`config.mk`:
```
export PLATFORM = sky130hd
export DESIGN_NAME = score_tracker_flat
export DESIGN_NICKNAME = d
export VERILOG_FILES = /design/src/rtl/score_pkg.sv /design/src/rtl/score_tracker_if.sv /design/src/rtl/score_tracker_hit_classifier.sv /design/src/rtl/score_tracker.sv /design/src/flat_wrapper.sv
export SDC_FILE = /design/constraint.sdc
export NUM_CORES = 1
export LEC_CHECK = 0
export CAP_MARGIN = 20
export CORE_AREA = 10 10 63 65
export DETAILED_ROUTE_END_ITERATION = 8
export DIE_AREA = 0 0 73 75
export GPL_TIMING_DRIVEN = 0
export PLACE_DENSITY = 0.77
export SYNTH_ARGS = -nofsm -noshare
export SYNTH_HDL_FRONTEND = slang
export SYNTH_SLANG_ARGS = --single-unit
```
`constraint.sdc`:
```
create_clock -name clock -period 3.75 [get_ports clock]
set_input_delay 0.75 -clock clock [delete_from_list [all_inputs] [get_ports clock]]
set_output_delay 0.75 -clock clock [all_outputs]
set_load 0.1 [all_outputs]
```
`src/rtl/score_pkg.sv`:
```
// Shared types and constants for the whack-an-engineer score tracker.
package score_pkg;

  typedef enum logic [1:0] {
    IDLE,
    PLAY,
    OVER
  } state_t;

  localparam int COMBO_W = 4;
  localparam logic [COMBO_W-1:0] COMBO_MAX = 4'd15;

endpackage

```
`src/rtl/score_tracker_if.sv`:
```
// Game-control, mole/hit input and score output bundle.
interface score_tracker_if #(
  parameter int N_MOLES = 3,
  parameter int SCORE_W = 8
);

  logic               gameStart;
  logic               gameEnd;
  logic [N_MOLES-1:0] moleUp;
  logic [N_MOLES-1:0] hit;
  logic [SCORE_W-1:0] score;
  logic [3:0]         combo;
  logic               doubleOn;
  logic               playing;
  logic [SCORE_W-1:0] highScore;

  modport master (
    output gameStart, gameEnd, moleUp, hit,
    input  score, combo, doubleOn, playing,
    input  highScore
  );

  modport slave (
    input  gameStart, gameEnd, moleUp, hit,
    output score, combo, doubleOn, playing,
    output highScore
  );

endinterface

```
`src/rtl/score_tracker_hit_classifier.sv`:
```
// Splits whack strobes into good (mole up) and bad (mole down) counts.
module hit_classifier #(
  parameter int N_MOLES = 3,
  parameter int CW      = $clog2(N_MOLES + 1)
) (
  input  logic [N_MOLES-1:0] hit,
  input  logic [N_MOLES-1:0] moleUp,
  output logic [CW-1:0]      good,
  output logic [CW-1:0]      bad
);

  always_comb begin
    good = '0;
    bad  = '0;
    for (int i = 0; i < N_MOLES; i++) begin
      good = good + CW'(hit[i] & moleUp[i]);
      bad  = bad + CW'(hit[i] & ~moleUp[i]);
    end
  end

endmodule

```
`src/rtl/score_tracker.sv`:
```
// Round FSM, saturating score, combo multiplier, optional high score.
// SCORE_TRACKER_HISCORE_EN builds the high-score register.
module score_tracker
  import score_pkg::*;
#(
  parameter int N_MOLES   = 3,
  parameter int SCORE_W   = 8,
  parameter int HIT_PTS   = 1,
  parameter int MISS_PTS  = 1,
  parameter int COMBO_LEN = 4
) (
  input logic           clock,
  input logic           scoreReset,
  score_tracker_if.slave bus
);

  localparam int CW = $clog2(N_MOLES + 1);
  localparam int NW = SCORE_W + 5;
  localparam logic signed [NW-1:0] SMAX =
    $signed({5'b0, {SCORE_W{1'b1}}});

  logic [CW-1:0]      good;
  logic [CW-1:0]      bad;
  state_t             state;
  logic [SCORE_W-1:0] score_q;
  logic [COMBO_W-1:0] combo_q;
  logic               dbl_q;
  logic               play_q;

  logic [NW-1:0]        gain;
  logic [NW-1:0]        loss;
  logic signed [NW-1:0] sum;
  logic [SCORE_W-1:0]   score_nx;
  logic [COMBO_W-1:0]   combo_nx;
  logic                 dbl_nx;

  hit_classifier #(
    .N_MOLES(N_MOLES)
  ) u_cls (
    .hit   (bus.hit),
    .moleUp(bus.moleUp),
    .good  (good),
    .bad   (bad)
  );

  always_comb begin
    gain = NW'(good) * NW'(HIT_PTS);
    if (dbl_q)
      gain = gain << 1;
    loss = NW'(bad) * NW'(MISS_PTS);
    sum  = $signed({5'b0, score_q})
         + $signed(gain) - $signed(loss);
    score_nx = score_q;
    if (sum < 0)
      score_nx = '0;
    else if (sum > SMAX)
      score_nx = '1;
    else
      score_nx = sum[SCORE_W-1:0];
  end

  // A miss breaks the streak even if a good hit lands alongside it.
  always_comb begin
    combo_nx = combo_q;
    if (bad != '0)
      combo_nx = '0;
    else if (good != '0 && combo_q != COMBO_MAX)
      combo_nx = combo_q + 1'b1;
    dbl_nx = int'(combo_nx) >= COMBO_LEN;
  end

  always_ff @(posedge clock or posedge scoreReset) begin
    if (scoreReset) begin
      state   <= IDLE;
      score_q <= '0;
      combo_q <= '0;
      dbl_q   <= 1'b0;
      play_q  <= 1'b0;
    end else if (bus.gameStart) begin
      state   <= PLAY;
      score_q <= '0;
      combo_q <= '0;
      dbl_q   <= 1'b0;
      play_q  <= 1'b1;
    end else begin
      case (state)
        PLAY: begin
          score_q <= score_nx;
          combo_q <= combo_nx;
          dbl_q   <= dbl_nx;
          if (bus.gameEnd) begin
            state  <= OVER;
            play_q <= 1'b0;
          end
        end
        default: ;
      endcase
    end
  end

`ifdef SCORE_TRACKER_HISCORE_EN
  logic [SCORE_W-1:0] hs_q;

  // Final score includes any hit landing with gameEnd.
  always_ff @(posedge clock or posedge scoreReset) begin
    if (scoreReset)
      hs_q <= '0;
    else if (state == PLAY && !bus.gameStart &&
             bus.gameEnd && score_nx > hs_q)
      hs_q <= score_nx;
  end

  assign bus.highScore = hs_q;
`else
  assign bus.highScore = '0;
`endif

  assign bus.score    = score_q;
  assign bus.combo    = combo_q;
  assign bus.doubleOn = dbl_q;
  assign bus.playing  = play_q;

endmodule

```
`src/flat_wrapper.sv`:
```
// flat-port wrapper written by rule: the top's interface ports become plain ports
module score_tracker_flat import score_pkg::*;
#(
  parameter int N_MOLES   = 3,
  parameter int SCORE_W   = 8,
  parameter int HIT_PTS   = 1,
  parameter int MISS_PTS  = 1,
  parameter int COMBO_LEN = 4
)
  (clock, scoreReset, bus_gameStart, bus_gameEnd, bus_moleUp, bus_hit, bus_score, bus_combo, bus_doubleOn, bus_playing, bus_highScore);
  score_tracker_if #(.N_MOLES(N_MOLES), .SCORE_W(SCORE_W)) bus_i ();
  input logic clock;
  input logic scoreReset;
  input wire logic [$bits(bus_i.gameStart)-1:0] bus_gameStart;
  input wire logic [$bits(bus_i.gameEnd)-1:0] bus_gameEnd;
  input wire logic [$bits(bus_i.moleUp)-1:0] bus_moleUp;
  input wire logic [$bits(bus_i.hit)-1:0] bus_hit;
  output wire logic [$bits(bus_i.score)-1:0] bus_score;
  output wire logic [$bits(bus_i.combo)-1:0] bus_combo;
  output wire logic [$bits(bus_i.doubleOn)-1:0] bus_doubleOn;
  output wire logic [$bits(bus_i.playing)-1:0] bus_playing;
  output wire logic [$bits(bus_i.highScore)-1:0] bus_highScore;
  assign bus_i.gameStart = bus_gameStart;
  assign bus_i.gameEnd = bus_gameEnd;
  assign bus_i.moleUp = bus_moleUp;
  assign bus_i.hit = bus_hit;
  assign bus_score = bus_i.score;
  assign bus_combo = bus_i.combo;
  assign bus_doubleOn = bus_i.doubleOn;
  assign bus_playing = bus_i.playing;
  assign bus_highScore = bus_i.highScore;
  score_tracker #(.N_MOLES(N_MOLES), .SCORE_W(SCORE_W), .HIT_PTS(HIT_PTS), .MISS_PTS(MISS_PTS), .COMBO_LEN(COMBO_LEN)) u_core (.clock(clock), .scoreReset(scoreReset), .bus(bus_i));
endmodule
```
## Word level (Yosys, flattened, before mapping)

Index checks and enable logic that the tools add are counted.

- Register bits: 16
- Output and inout bits: 22
- Input bits: 10
- Word-level logic and storage cells: 49

- Bitwise logic cells: 9
- Magnitude comparators: 3
- Add/subtract/negate cells: 7
- Multiplexer cells: 17
- Reductions and logical operators: 6
- Equality and inequality tests: 2

Operators with widths:

| operator | count |
|---|---|
| $mux W8 | 4 |
| $mux W4 | 4 |
| $add A9 B13 Y13 | 1 |
| $gt A13 B9 Y1 const B | 1 |
| $lt A13 B1 Y1 const B | 1 |
| $sub A13 B3 Y13 | 1 |
| $reduce_bool A2 Y1 | 4 |
| $and A1 B2 Y2 | 3 |
| $mux W2 | 3 |
| $not A1 Y2 | 3 |
| $mux W1 | 5 |
| $add A2 B1 Y2 | 2 |
| $add A2 B2 Y2 | 2 |
| $add A4 B1 Y4 const B | 1 |
| $ge A4 B3 Y1 const B | 1 |
| $ne A4 B4 Y1 const B | 1 |
| $and A1 B1 Y1 | 3 |
| $mux W3 | 1 |
| $eq A2 B1 Y1 const B | 1 |
| $reduce_and A2 Y1 | 1 |
| $logic_and A1 B1 Y1 | 1 |

## Longest topological paths before layout

- Depth in word-level cells: 11
- Mapped depth: 11
- Gate-level depth less buffers: 11

## Cells and area by module

Synthesis repeated with hierarchy kept, for this count alone.

- Cells, all modules: 153
- Area, all modules: 1382.6 um^2

By module, submodules not included:

| module | area each (um^2) | seq. area each (um^2) | cells an instance | times used |
|---|---|---|---|---|
| score_tracker | 1293.7 | 375.4 | 145 | 1 |
| hit_classifier | 88.8 | 0.0 | 8 | 1 |

## Worst setup path after synthesis

Ideal clock, no wire load.

- Path type: in2reg
- From: input port bus_moleUp[2]
- To: register u_core.score_q[7] (netlist: u_core.bus.score[7])
- Required time: 3625 ps
- Slack: 198 ps
- Arrival: 3427 ps
- Stages on the path: 10
- Path buffers: 0
- Path through: nand2_1 fa_1 mux2i_1 fa_1 fa_1 a211oi_2 o21ai_2 o221a_4 nor4b_2 o21ai_1

- Word-level cells in the longest chain between the ends: 10
- Elaborated cells between the ends (all ways): 14
- Classes of those cells: 4 x add/sub; 2 x order compare; 5 x mux; 3 x bitwise

Ends and longest elaborated chain:

| what | RTL line | source |
|---|---|---|
| start, declared | flat_wrapper.sv:16 | `input wire logic [$bits(bus_i.moleUp)-1:0] bus_moleUp;` |
| $and A1 B1 Y1 | score_tracker_hit_classifier.sv:16 | `good = good + CW'(hit[i] & moleUp[i]);` |
| $add A2 B1 Y2 | score_tracker_hit_classifier.sv:16 |  |
| $mux W3 | score_tracker.sv:48 | `if (dbl_q)` |
| $add A9 B13 Y13 | score_tracker.sv:52 | `+ $signed(gain) - $signed(loss);` |
| $sub A13 B3 Y13 (*) | score_tracker.sv:52 |  |
| $gt A13 B9 Y1 | score_tracker.sv:56 | `else if (sum > SMAX)` |
| $mux W8 | score_tracker.sv:56 |  |
| $mux W8 (*) | score_tracker.sv:54 | `if (sum < 0)` |
| $mux W8 (*) | score_tracker.sv:86 | `case (state)` |
| $mux W8 (*) | score_tracker.sv:79 | `end else if (bus.gameStart) begin` |
| end signal, assigned | score_tracker.sv:88 | `score_q <= score_nx;` |
| end, declared | score_tracker.sv:25 | `logic [SCORE_W-1:0] score_q;` |

Every way passes the cells marked *; elsewhere a longest branch is shown, timed or not. The select of a mux whose other input is x is not followed.
A chain may end at the register's enable or synchronous reset.

## Final worst setup path

Same ends and word-level chain as after synthesis.

==> run metrics <==
outcome=finished clean; data required time of the worst path=around 3.9 ns; measured slew at the worst slew-check pin=0.983 ns; reported max-cap violation count=0; wire length of the first global-routing pass=5.75 mm; post-synthesis cell area=~1300 sq um; detailed-route via count=between 1k and 1.5k; wire length after detailed routing=around 3.2 mm; delay of the slowest cell on the worst path=approximately 0.52 ns; RSZ-0062 raised after global routing=false; setup slack of the worst register-to-register path=about 0.91 ns; number of hold violations in the final report=0; maximum count of clock buffers along a single path=2; global router's overall resource usage=between 10% and 20%; Top-Level Pins=32; cell breakdown of the critical path=dlymetal6s2s_1 -> nand2_2 -> fa_1 -> mux2i_2 -> fa_1 -> fa_2 -> a211oi_2 -> o21ai_2 -> o221a_4 -> nor4b_4 -> o21ai_1; Critical Path Sink Type=flop; gp weighted congestion=roughly 0.9; total of flip-flops plus latches after synthesis=15; initial antenna violation count=0; worst hold slack across all endpoints=0.534 ns; vias in the first global route=about 1.3k; critical path fanouts, max=8; clock latency on the worst-skew pair=roughly 0.29 ns; CTS buffer count=3; antenna fix cells=0; Avg Vias per Cell=around 5.4; length of the first detailed-routing pass in iterations=4; clock net sink count=15; total negative slack for setup checks=0 ns; total placed cells including tap cells=~210; Avg Cell Area, Syn=approximately 8.8 sq um; period utilisation layout=between 90% and 100%; Core ar.=~2700 sq um; number of remaining DRC errors=0; largest net degree at the start of global routing=16; worst slew margin relative to its limit=between 30% and 40%; DIE AREA=5480 sq um; count of buffers inserted at the top-level ports=23; kind of critical path=input pin to flop; TritonCTS clock tree=built; layout cell share with drive strength beyond 1=between 10% and 20%; crit path launch type=input pin; destination of the worst register-to-register timing path=u_core.bus.score[7]; total congestion overflow after global routing=0; depth of the worst hold-timing path=2; die height=roughly 75 microns; deepest level of the CTS H-tree=1; number of warnings reported in the yosys synthesis log=0; Crit path arrival time=3.65 ns; wire length per cell after detailed routing=approximately 15 microns; final setup violating endpoints=0; final setup skew=0.00495 ns; area growth from synthesis to layout=31.1%; count of standard-cell rows=19; number of violations reported at the end of detailed-routing iteration 0=69; Worst Path Buf+Inv=1; worst-case hold path end point=u_core.bus.score[2]; detailed placer's ending HPWL=2.47 mm; Synth Instances=150; buffer type at the clock tree root=clkbuf_4; Finished Layout Cells=between 200 and 250; number of cells on the worst reg-to-reg path=8; startpoint of the tightest hold check path=u_core.bus.score[2]; ANT nets after route=0; critical path's top delay family=adder cells; initial core utilization=48.5%; minimum clock period after layout=3.48 ns; final net count=about 220; Cell variety after synth=37; Peak Freq=about 0.29 GHz; final number of max-transition violations=0; Clock Pin Slew Worst Setup and Hold Paths=about 0.1 ns; Hold/Removal Path Class=flop to flop; hold buffer count at cts=0; Die X-Extent=~73 microns; number of inserted filler cells in the final layout=239; slowest stage cell on the critical path=fa_1; sequential element share of the synthesized area=between 20% and 30%; start of the worst register-to-register path=u_core.bus.doubleOn; most numerous cell on the critical path=fa_1
## cells by family after synthesis
logic type / Yosys count / synth area share (%)
DFF: 15 / 28.6
buffers and inverters: 24 / 9.24
other: 1 / 0.285
adders and majority gates: 16 / 17.5
and+or+nand+nor: 47 / 17.2
muxes: 1 / 0.762
xor gates and xnor gates: 7 / 4.67
AOI/OAI and AO/OA: 39 / 21.7
## cells in the mapped netlist
cell type / number / area (sq um)
o31ai_1: 1 / 7.51
nand3b_1: 1 / 7.51
o211ai_1: 3 / 22.5
a211oi_1: 1 / 7.51
a311oi_1: 1 / 8.76
nand4_1: 2 / 12.5
mux2i_1: 1 / 10.0
o21ai_0: 5 / 25.0
o21ai_2: 2 / 17.5
clkbuf_1: 1 / 3.75
a311o_2: 1 / 11.3
a21o_2: 1 / 8.76
o221a_4: 1 / 20.0
fa_1: 4 / 80.1
buf_4: 8 / 60.1
dfrtp_1: 15 / 375
o21ai_1: 4 / 20.0
nor4b_2: 1 / 15.0
buf_2: 1 / 5.00
nand2b_1: 2 / 12.5
nand2_2: 1 / 6.26
nand2_1: 17 / 63.8
a211oi_2: 1 / 12.5
a21o_1: 6 / 45.0
inv_1: 14 / 52.6
a211o_1: 1 / 8.76
a32oi_1: 1 / 8.76
a21oi_1: 9 / 45.0
xor2_1: 5 / 43.8
xnor2_1: 2 / 17.5
ha_1: 12 / 150
nand3_1: 1 / 5.00
nor2b_1: 5 / 31.3
nor2_1: 10 / 37.5
nor3_1: 7 / 35.0
o21ai_4: 1 / 16.3
conb_1: 1 / 3.75
## repair_timing
| action | in CTS | in global routing |
|---|---|---|
| buffers inserted | 3 | 1 |
| endpoints found under the setup margin | 8 | 8 |
| gates resized for setup | 5 | 10 |
| pin swaps | 5 | 11 |
## how the worst max path moves through the flow
stage,depth (start not counted),startpoint,end
5_1_grt,11,bus_moleUp[2],u_core.bus.score[7]
2_1_floorplan,10,bus_moleUp[2],u_core.bus.score[7]
4_1_cts,11,bus_hit[1],u_core.bus.score[0]
3_3_place_gp,11,bus_moleUp[2],u_core.bus.score[7]
6_report,11,bus_moleUp[2],u_core.bus.score[7]
3_5_place_dp,11,bus_moleUp[2],u_core.bus.score[7]
## area by class of cell
class                      count  area (sq um)  share of cell area (%)
inverter                      14          52.6                    3.05
multi-input combinational    118           885                    51.3
timing repair buffer          27           275                    16.0
buffer                        10          68.8                    3.99
clock inverter                 1          5.00                   0.290
tap                           31          38.8                    2.25
clock buffer                   3          22.5                    1.31
sequential                    15           375                    21.8
## layer usage
metal	vias up	track usage (%)	routed length (microns)	share of wire, %
met5	-	0	0	0
met4	0	4.43	0	0
met2	38	22.1	1600	50
met3	0	4.73	289	9.1
met1	566	13.3	1310	41
li1	581	-	-	-
## state kept, by name, indices dropped and copies added (netlist names)
signal / count
u_core.bus.score: 8
u_core.bus.doubleOn: 1
u_core.state: 2
u_core.bus.combo: 4
## per-stage QoR
step	cell area, sq um	worst slack [ns]	util [%]
2_1_floorplan	1340	0.198	-
3_3_place_gp	1610	-0.469	59.4
3_5_place_dp	1610	-0.526	59.4
4_1_cts	1690	0.00355	62.2
5_1_grt	1720	0.180	63.6
6_report	1720	0.267	63.6
## worst reg2reg max path, stage by stage (launching register included)
cell	delay [ns]
dfrtp_1	0.47
mux2i_2	0.26
fa_1	0.49
fa_2	0.44
a211oi_2	0.27
o21ai_2	0.12
o221a_4	0.34
nor4b_4	0.23
o21ai_1	0.10
## cell usage in the layout, fill, tap and decap left out, types with 2 or more instances in the layout
master / synthesis / routed
dlymetal6s2s_1: 0 / 6
dfrtp_1: 15 / 15
nor3_1: 7 / 6
conb_1: 1 / 8
o21ai_0: 5 / 5
nand2_2: 1 / 2
ha_1: 12 / 12
nand2b_1: 2 / 2
clkdlybuf4s50_1: 0 / 17
a21oi_1: 9 / 9
o21ai_2: 2 / 2
buf_4: 8 / 12
clkbuf_4: 0 / 3
nand4_1: 2 / 2
o211ai_1: 3 / 3
nor2b_1: 5 / 5
nand2_1: 17 / 15
xnor2_1: 2 / 2
xor2_1: 5 / 5
a21o_1: 6 / 6
inv_1: 14 / 14
nor2_1: 10 / 10
a211oi_2: 1 / 2
o21ai_1: 4 / 4
fa_1: 4 / 3
Power is not shown: default switching activity piles up to over one toggle a cycle in this logic, so the estimate is an artifact.
